**config.mk**
```make
export PLATFORM = sky130hd
export DESIGN_NAME = sub_64bit_pipe
export DESIGN_NICKNAME = d
export VERILOG_FILES = /design/src/rtl/sub_64bit_pipe.sv
export SDC_FILE = /design/constraint.sdc
export NUM_CORES = 1
export LEC_CHECK = 0
export CAP_MARGIN = 10
export CORE_AREA = 2 2 404 326
export DETAILED_ROUTE_END_ITERATION = 10
export DIE_AREA = 0 0 406 328
export PLACE_DENSITY = 0.45
export SLEW_MARGIN = 5
export SYNTH_ARGS = -nofsm -noshare
export SYNTH_HDL_FRONTEND = slang
export SYNTH_SLANG_ARGS = --single-unit
```
**constraint.sdc**
```tcl
create_clock -name clk -period 17.34 [get_ports clk]
set_input_delay 4.335 -clock clk [delete_from_list [all_inputs] [get_ports clk]]
set_output_delay 4.335 -clock clk [all_outputs]
set_load 0.02 [all_outputs]
```
**src/rtl/sub_64bit_pipe.sv**
```systemverilog
// Pipelined unsigned subtractor: one SLICE-bit slice per stage, borrow registered between stages.
// Latency NSTAGE enabled cycles, one op per enabled cycle; en=0 freezes every register, no other backpressure.
module sub_64bit_pipe #(
  parameter int WIDTH  = 64,
  parameter int SLICE  = 8,
  parameter int NSTAGE = 8
) (
  input  logic             clk,
  input  logic             reset,
  input  logic             en,
  input  logic             in_valid,
  input  logic [WIDTH-1:0] data_in_a,
  input  logic [WIDTH-1:0] data_in_b,
  output logic             out_valid,
  output logic [WIDTH-1:0] diff,
  output logic             borrow,
  output logic             zero
);

  // Operand skew: each entry holds the not-yet-consumed slices, next slice in the low bits.
  logic [WIDTH-1:0] a_skew [NSTAGE-1];
  logic [WIDTH-1:0] b_skew [NSTAGE-1];

  // Result deskew: finished slices enter at the top and shift down one slice per stage.
  logic [WIDTH-1:0] d_q  [NSTAGE];
  logic             bo_q [NSTAGE];
  logic             z_q  [NSTAGE];
  logic             v_q  [NSTAGE];

  // {borrow_out, diff_slice} for each stage, 9-bit arithmetic for the default slice size
  logic [SLICE:0]   sub  [NSTAGE];

  genvar s;
  for (s = 0; s < NSTAGE; s++) begin : g_stage
    if (s == 0) begin : g_head
      assign sub[s] = {1'b0, data_in_a[SLICE-1:0]} - {1'b0, data_in_b[SLICE-1:0]};
    end else begin : g_body
      assign sub[s] = {1'b0, a_skew[s-1][SLICE-1:0]}
                    - {1'b0, b_skew[s-1][SLICE-1:0]}
                    - {{SLICE{1'b0}}, bo_q[s-1]};
    end
  end

  always_ff @(posedge clk) begin
    if (reset) begin
      for (int i = 0; i < NSTAGE; i++) begin
        d_q[i]  <= '0;
        bo_q[i] <= 1'b0;
        z_q[i]  <= 1'b0;
        v_q[i]  <= 1'b0;
      end
      for (int i = 0; i < NSTAGE-1; i++) begin
        a_skew[i] <= '0;
        b_skew[i] <= '0;
      end
    end else if (en) begin
      v_q[0]  <= in_valid;
      bo_q[0] <= sub[0][SLICE];
      z_q[0]  <= (sub[0][SLICE-1:0] == '0);
      d_q[0]  <= {sub[0][SLICE-1:0], {(WIDTH-SLICE){1'b0}}};
      for (int i = 1; i < NSTAGE; i++) begin
        v_q[i]  <= v_q[i-1];
        bo_q[i] <= sub[i][SLICE];
        z_q[i]  <= z_q[i-1] & (sub[i][SLICE-1:0] == '0);
        d_q[i]  <= {sub[i][SLICE-1:0], d_q[i-1][WIDTH-1:SLICE]};
      end
      a_skew[0] <= data_in_a >> SLICE;
      b_skew[0] <= data_in_b >> SLICE;
      for (int i = 1; i < NSTAGE-1; i++) begin
        a_skew[i] <= a_skew[i-1] >> SLICE;
        b_skew[i] <= b_skew[i-1] >> SLICE;
      end
    end
  end

  assign out_valid = v_q[NSTAGE-1];
  assign diff      = d_q[NSTAGE-1];
  assign borrow    = bo_q[NSTAGE-1];
  assign zero      = z_q[NSTAGE-1];

endmodule
```
* Word-level counts from Yosys, hierarchy flattened
Memory sizes are Yosys's and may differ from the RTL's. Cells that the tools add are included.
Word-level totals: bits in registers 0, bits in writable memories 1320, word-level logic and storage cells 133, output and inout port bits 67, memories kept 6, bits of input ports 132
Operators by class: bitwise operators 53, reduce and logical (&&, ||, !) cells 8, add/subtract/negate cells 15, muxes and demuxes 51
Memories:
- d_q | depth 8, width 64, rd ports 8, clocked after Yosys merged registers in 0, write ports 8, RTL line 25 | logic [WIDTH-1:0] d_q [NSTAGE];
- a_skew | depth 7, width 56, rd ports 7, clocked after Yosys merged registers in 0, write ports 7, RTL line 21 | logic [WIDTH-1:0] a_skew [NSTAGE-1];
- b_skew | depth 7, width 56, rd ports 7, clocked after Yosys merged registers in 0, write ports 7, RTL line 22 | logic [WIDTH-1:0] b_skew [NSTAGE-1];
- bo_q | depth 8, width 1, rd ports 8, clocked after Yosys merged registers in 0, write ports 8, RTL line 26 | logic bo_q [NSTAGE];
- v_q | depth 8, width 1, rd ports 8, clocked after Yosys merged registers in 0, write ports 8, RTL line 28 | logic v_q [NSTAGE];
- z_q | depth 8, width 1, rd ports 8, clocked after Yosys merged registers in 0, write ports 8, RTL line 27 | logic z_q [NSTAGE];
Operators by type and width (count):
- 56-bit 2-to-1 mux | 14
- 64-bit 2-to-1 mux | 8
- 8-bit by 8-bit subtractor with 9-bit output | 8
- 8-bit logical NOT | 8
- 9-bit by 1-bit subtractor with 9-bit output | 7
- 1-bit OR | 46
- 1-bit 2-to-1 mux | 29
- 1-bit AND | 7

* Logic depth before layout (Yosys ltp)
Gate-level depths: netlist of the first run. An unclocked memory read counts as a cell.
depth in word-level cells 6, gate-level depth with buffers 9

* Least setup slack after synthesis of the first run
No wires, ideal clock.
path kind in2reg, start in reset, end mem a_skew[0][0] (netlist name) (enable), path slack 2426 ps, cell stages on the path 4, required time 16522 ps, buffers on the path 3, arrival time 14097 ps, cell sequence buf_2 > clkbuf_1 > buf_1 > or2_2
RTL lines:
- start: declaration | RTL line 9 | input logic reset,
- end: declaration | RTL line 21

==> run summary, run 1 <==
The run finished with clean final reports. The most frequent cell after synthesis was sky130_fd_sc_hd__edfxtp_1. For the worst-skew pair, the clock arrives at the later sink with an insertion delay of 0.68 ns. The sequential cell fraction of total power was 50.2%; the per-instance average area after synthesis was 14.6 um2.

In this run, post-CTS repair resized a total of 0 instances. Setup repair after global routing left no endpoint under its margin. The setup slack at placement was 9.68 ns; the combinational fraction of design power was 9.9%. IR analysis of the VDD net gives a maximum drop of 0.0634 mV.

In this run, synthesis inferred 760 flip-flops with an integrated enable. The run gives 0 as the sum of overflow across all layers after global routing. The logs give 3 for the number of levels the H-tree was split into and 7.24 ns for the critical path data arrival time. The setup slack after layout is 10.39 ns, and the wire length reported by the detailed router is 54400 um. Global routing used 8.34% of the available tracks.

After technology mapping, the gate count stands at 2202. The clock passes through at most 3 buffers. The most used flip-flop cell after synthesis is sky130_fd_sc_hd__edfxtp_1. The initial antenna violation count is 4. TritonCTS built the clock tree. Counting flops and latches in the post-synthesis netlist gives 760. Final cycle utilization of the critical path: 40.1%. The mapped netlist covers 32100 um2.

Using the TritonRoute via totals, the vias-per-cell ratio works out to 3.69. Async set-or-reset flop fraction in the synthesized netlist: 0%. After floorplanning, the core was divided into 118 placement rows.

For the power share of the clock group, the log shows 40.0%. The fill cell instance count of the final layout is 12817, and the horizontal extent of the die is 406 um. Entering global routing, the biggest net connects 275 pins. Detailed routing inserted a total of 15366 vias. The worst-case clock skew is 0.0201 ns, and the total negative slack is 0 ns. For this design the total switching power over the nets is 0.00102 W.

For this run, the top clock speed supported by timing is 0.144 GHz. For the pin with the worst max-slew slack, the measured transition is 1.29 ns. After detailed routing, the average wire length per cell comes to 13.1 um. The cell sitting at the root of the clock tree is a sky130_fd_sc_hd__clkbuf_16.

The worst setup path is launched from an input port. By area the synthesized netlist is led by sky130_fd_sc_hd__edfxtp_1 (71%), sky130_fd_sc_hd__and2_1 (11%), sky130_fd_sc_hd__ha_1 (4.0%), sky130_fd_sc_hd__nor2b_1 (2.5%), sky130_fd_sc_hd__inv_1 (2.0%). For this design, the CTS-stage hold fixing added 0 buffers. The final RePlAce weighted congestion was 0.743; the fraction of layout cells with a size suffix above 1 was 6.33%. Port buffering added 198 buffers. The worst setup path is captured at a flop. The commonest cells after synthesis are sky130_fd_sc_hd__edfxtp_1 (760), sky130_fd_sc_hd__and2_1 (569), sky130_fd_sc_hd__inv_1 (170), sky130_fd_sc_hd__nor2b_1 (130), sky130_fd_sc_hd__ha_1 (104). The clock slew at the register clock pins of the worst setup and hold paths came out at 0.06 ns. Power spread over the standard cell area amounts to 115 nW/um2. Yosys printed 0 warnings.

Counting cells, the worst reg-to-reg path comes to 7. Setup violations remaining at the end of the flow were counted as 0. The tools report the post-CTS setup-driven buffer insertion count as 0. Of all cell types, the one taking the most synthesized area is sky130_fd_sc_hd__edfxtp_1.

The finished cells cover 38400 um2. Net count after synthesis: 2453. Internal cell power: 0.00339 W. The run gives 836 as the initial detailed-routing violation count. The hold-critical path depth is 1.

The required arrival time at the worst endpoint is 17.63 ns. Post-synthesis to final-layout area growth: 19.4%. The tools report the clock sink total as 760. For the finished layout, the period the worst path requires is 6.95 ns. The path class of the tightest hold or removal check is reg -> reg. The multi-input combinational cells in the finished layout cover a total of 7880 um2. After synthesis, the largest area contributor takes up 71.0% of total cell area. The analysis attributes to cell leakage a power of 14.8 nW. In this run the worst path has a maximum fanout of 167. For the number of placed I/O pins, the log shows 199. Instance area after placement: 35700 um2. The tools report the startpoint of the lowest-slack hold path as b_skew[2][24]$_SDFFCE_PN0P_.

The tools report the initial standard-cell utilization of the core as 24.9%. The first global-routing pass estimated 87600 um of wire. The share of the Yosys chip area taken by registers is 71.0%. The tools report the reg-to-reg startpoint as a_skew[0][168]$_SDFFCE_PN0P_.

The logs give 133000 um2 for the full die area and 14.2% for the relative slew slack. After synthesis, the netlist uses 57 different library cells. In this run the standard cell core region covers 129000 um2.

The tools report the number of nets in the layout as 2602. Buffers inserted during clock tree synthesis total 85. The run gives 0 as the number of max-slew violations in the final report. The final count of hold timing violations was 0; the switching part of the total power was 23.2%. The half-perimeter wire length after detailed placement came out at 33400 um. Y dimension of the die: 328 um. Number of global-route vias before repair: 15950.

Across the run, the number of max-cap violations was 0. The type of the worst setup path was in -> reg. Summing all flip-flop and latch instances after layout gives 22800 um2. For this run, the detailed router's first-pass iteration total came to 5. The post-detailed-route count of antenna-violating nets is 0. After detailed routing, the number of remaining DRC violations is 0.

Critical path launch point: en.
power groups by stage:
stage                     Sequential (W)  Combinational, W  Clock (W)
after floorplan                  0.00227          0.000307          0
after CTS                        0.00222          0.000449    0.00184
final                            0.00221          0.000436    0.00176
after global placement           0.00225          0.000442          0
after detailed placement         0.00225          0.000447          0
after global routing             0.00223          0.000494    0.00190
through the flow:
stage	util (%)	instances	power (W)	hold slack [ns]
after CTS	29.8	4157	0.00451	0.503
after global routing	29.8	4157	0.00463	0.529
after detailed placement	27.7	4004	0.00270	0.501
after global placement	27.7	4004	0.00270	0.499
after floorplan	-	2202	0.00257	0.497
final	29.8	4160	0.00441	0.506
placed cells by master (no fill, tap or decap), drive strengths merged, types with 6 or more instances in the layout:
cell	instances
a21boi	6
a21oi	15
and2	569
buf	14
bufinv	7
clkbuf	99
clkdlybuf4s50	197
clkinv	36
edfxtp	760
fa	15
ha	104
inv	178
nand2	10
nand2b	12
nor2	88
nor2b	130
nor3	10
o21a	13
o21ai	18
o22ai	8
or3	7
xnor2	26
xor2	26
critical path, stage by stage:
cell	delay (ns)
sky130_fd_sc_hd__clkdlybuf4s50_1	0.52
sky130_fd_sc_hd__or2_4	0.66
sky130_fd_sc_hd__buf_12	0.55
sky130_fd_sc_hd__buf_4	0.75
worst paths after layout:
path	endpoint	slack (ns)
worst min register to register	b_skew[3][16]$_SDFFCE_PN0P_	0.51
worst max register to register	z_q[0][4]$_SDFFCE_PN0P_	14.20
worst max-delay path	a_skew[0][117]$_SDFFCE_PN0P_	10.39
worst min-delay path	b_skew[3][16]$_SDFFCE_PN0P_	0.51
final cells by class:
type	instances	area share, %
Antenna cell	3	0.0196
Clock buffer	99	5.73
Clock inverter	54	1.38
Inverter	170	1.66
Multi-Input combinational cell	1123	20.5
Sequential cell	760	59.5
Tap cell	1740	5.67
Timing Repair Buffer	211	5.57
cell families (layout without fill, tap and decap cells):
group                    after synthesis  after routing  share of synthesized area (%)
multiplexers                           3              3                         0.0973
buffers and inverters                319            534                           4.52
AND/OR/NAND/NOR                      861            861                           16.1
AO/OA/AOI/OAI                         88             88                           1.88
XOR/XNOR                              52             52                           1.42
other                                  0              3                              0
adder cells (fa/ha/maj)              119            119                           4.98
flip-flops                           760            760                           71.0
per-layer routing:
layer | GRT usage (%) | vias to the layer above | share of wire, %
li1 | - | 7760 | -
met1 | 11.4 | 7317 | 49
met2 | 12.5 | 191 | 44
met3 | 2.28 | 98 | 4.3
met4 | 3.31 | 0 | 2.8
met5 | 0 | - | 0
flip-flops by register name, indices dropped and copies added, names as in the netlist:
register  count
a_skew      224
b_skew      224
bo_q          8
d_q         288
v_q           8
z_q           8
(Power assumes the default switching activity.)
==> run 2: changes to the inputs <==
==> constraint.sdc (replaced) <==
create_clock -name clk -period 7 [get_ports clk]
set_input_delay 1.75 -clock clk [delete_from_list [all_inputs] [get_ports clk]]
set_output_delay 1.75 -clock clk [all_outputs]
set_load 0.02 [all_outputs]
==> run 2 against run 1 <==
Effect of this change: sequential share of layout area shrank 0.18 points; clock power grew to 2.5 times the previous value; worst setup slack got worse by 7.0 ns; critical path depth decreased by 3; clock skew up 0.0021 ns; core utilization grew 0.088 points; critical path type is now reg -> out; highest routed layer is now met5.
==> run summary, run 2 (synthesis gave the netlist of run 1 again) <==
The flow ran to the end, and the final reports show no timing, DRC or antenna violations. The number of hold-repair buffers added at the cts stage came out at 0. The run gives 0 as the post-detailed-route count of antenna-violating nets. The y dimension of the die came out at 328 um. Dividing the detail-routed wire length by the instance count gives 13.0 um. Global routing consumed, on the met2 layer, 12.5% of the routing resources. The worst setup path is launched from a flop.

The required arrival time at the worst endpoint is 5.25 ns, and the buffering stage count on the worst path with inverters included is 1. The destination of the worst register-to-register timing path is bo_q[0][1]$_SDFFCE_PN0P_. TritonCTS built the clock tree. The register with the most flip-flops in the final layout is d_q. The number of placement rows came out at 118.

The post-route netlist has 6.27% of its cells at a drive strength greater than 1. For this block, the initial DRC count from the detailed router was 757. The global routing usage on met3 was 2.08%; the instance area after placement was 35700 um2. The clock period could shrink to 3.62 ns.

The number of global-route vias before repair is 15773, and the buffer levels on the longest clock path is 3. The H-tree generated during clock tree synthesis spans 3 levels. In this run, post-CTS repair resized a total of 0 instances.

The number of max-slew violations in the final report is 0. Setup slack on the worst reg-to-reg path comes out at 4.47 ns. The detail-routed via count per cell was 3.66. In this run the most used layer during global routing was met2.

Setup repair after global routing left no endpoint under its margin. The largest driver fanout on the critical path is 1, and the fmax is 0.276 GHz. The run gives 38500 um2 as the final standard cell area without fillers.

The overall via count from detail_route is 15232, and the leakage power of the design is 14.8 nW. Data on the critical path arrives at its endpoint at 1.87 ns. The total overflow left after global routing is 0.

The wire length reported by the detailed router was 54000 um. The type of the worst setup path was reg -> out. The maximum vdd ir drop is 0.171 mV, and the final RePlAce weighted congestion is 0.767.

Path class of the lowest-slack min-delay path: reg -> reg. The full die area was 133000 um2. Measured in cells, the most critical reg-to-reg path has a length of 9. At the later pin of the worst-skew pair, clock insertion delay measures 0.67 ns.

Compared with the post-synthesis result, the final layout area differs by 19.8%. The worst pin sits at a relative slew slack of 37.5%. The horizontal extent of the die is 406 um, and the number of setup violations in the final report is 0.

The first detailed-routing pass ran for 4 iterations. The most common library cell in the layout ignoring fill and taps is sky130_fd_sc_hd__edfxtp_1. The worst-case clock skew was 0.0221 ns. The largest delay contributor family on the critical path was buffers and inverters.

After the last flow step, the layout net total stands at 2606. The setup slack after layout was 3.38 ns; the met1 usage was 11.3%. The hold-critical path depth was 1.

Clock tree synthesis selected as its root buffer the cell sky130_fd_sc_hd__clkbuf_16. The tools report the number of placed I/O pins as 199. The largest net degree at the start of global routing is 173. After floorplanning, the core was sized to cover 129000 um2.

The first global-routing pass estimated 87100 um of wire. Leaving out fill and tap cells, the most frequent cells in the layout are sky130_fd_sc_hd__edfxtp_1 (760), sky130_fd_sc_hd__and2_1 (569), sky130_fd_sc_hd__clkdlybuf4s50_1 (197). STA classifies the critical path endpoint as an output port.

Across the run, the number of max-cap violations was 0. In the final layout, the registers with the most flip-flops are d_q (288), a_skew (224), b_skew (224). Clock slew at the register clock pins of the worst setup and hold paths: 0.06 ns. The path with the worst hold slack has its endpoint at a_skew[0][181]$_SDFFCE_PN0P_.

At the pin with the least slew margin, the transition time is 0.937 ns. CTS saw 760 sinks. The number of flip-flops in the largest register works out to 288. The maximum cell stage delay along the critical path works out to 0.68 ns.

Walking the worst path, the cells encountered are clkdlybuf4s50_1. The startpoint of the lowest-slack hold path was a_skew[0][133]$_SDFFCE_PN0P_. The worst register-to-register path begins at bo_q[0][0]$_SDFFCE_PN0P_.

Power spread over the standard cell area amounts to 284 nW/um2. Post-CTS setup-driven buffer insertion count: 0. Summing internal, switching and leakage power gives 0.0109 W. The fill cell instance count of the final layout is 12819, and the post-route DRC violation count is 0. The tools report the initial antenna violation count as 6. The run gives 24.9% as the initial standard-cell utilization of the core. The tools report the setup slack at placement as 2.79 ns. Input and output buffers added on the ports amount to 198. The logs give 0 for the final count of hold timing violations and 33800 um for the half-perimeter wire length after detailed placement. The sequential cells in the finished layout cover a total of 22800 um2. In this run, CTS created clock tree buffers numbering 86. The multi-input combinational cells in the finished layout cover a total of 7880 um2.

Across every metal layer, demand over resource in global routing totals 8.24%. On the critical path, the stage with the largest delay is an instance of sky130_fd_sc_hd__clkdlybuf4s50_1. The final cycle utilization of the critical path works out to 51.7%.
-- run 2: where the power goes --
part,total [W],leakage [nW],switching [W],internal (W)
clock network,0.00440,1.34,0.00181,0.00259
logic,0.00105,5.08,0.000578,0.000470
registers,0.00549,8.37,0.0000930,0.00540
-- run 2: worst max path at each step --
stage,startpoint,end,slack [ns],depth (start not counted)
finish,d_q[0][485]$_SDFFCE_PP0P_,diff[37],3.38,1
global route,d_q[0][480]$_SDFFCE_PP0P_,diff[32],3.32,1
CTS,d_q[0][484]$_SDFFCE_PP0P_,diff[36],3.32,1
detailed placement,en,d_q[0][336]$_SDFFCE_PN0P_,2.79,3
global placement,en,d_q[0][337]$_SDFFCE_PN0P_,2.79,3
floorplan,reset,a_skew[0][0]$_SDFFCE_PN0P_,-1.06,4
-- run 2: final cells by class --
type	instances	share of cell area [%]
Clock buffer	106	5.84
Multi-Input combinational cell	1123	20.5
Inverter	170	1.66
Timing Repair Buffer	214	5.75
Antenna cell	3	0.0195
Tap cell	1740	5.65
Sequential cell	760	59.3
Clock inverter	50	1.36
-- run 2: metrics by stage --
step / TNS (ns) / std cells / utilization, % / hold WS, ns
final: 0 / 4166 / 29.9 / 0.502
after global routing: 0 / 4163 / 29.9 / 0.517
after CTS: 0 / 4163 / 29.9 / 0.499
after detailed placement: 0 / 4007 / 27.7 / 0.501
after global placement: 0 / 4007 / 27.7 / 0.499
after floorplan: -802.93 / 2202 / - / 0.497
-- run 2: metal layers --
metal | vias to the layer above | part of all wire (%)
met5 | - | 0.022
met4 | 2 | 2.8
met3 | 98 | 3.9
met2 | 204 | 44
met1 | 7163 | 49
li1 | 7765 | -
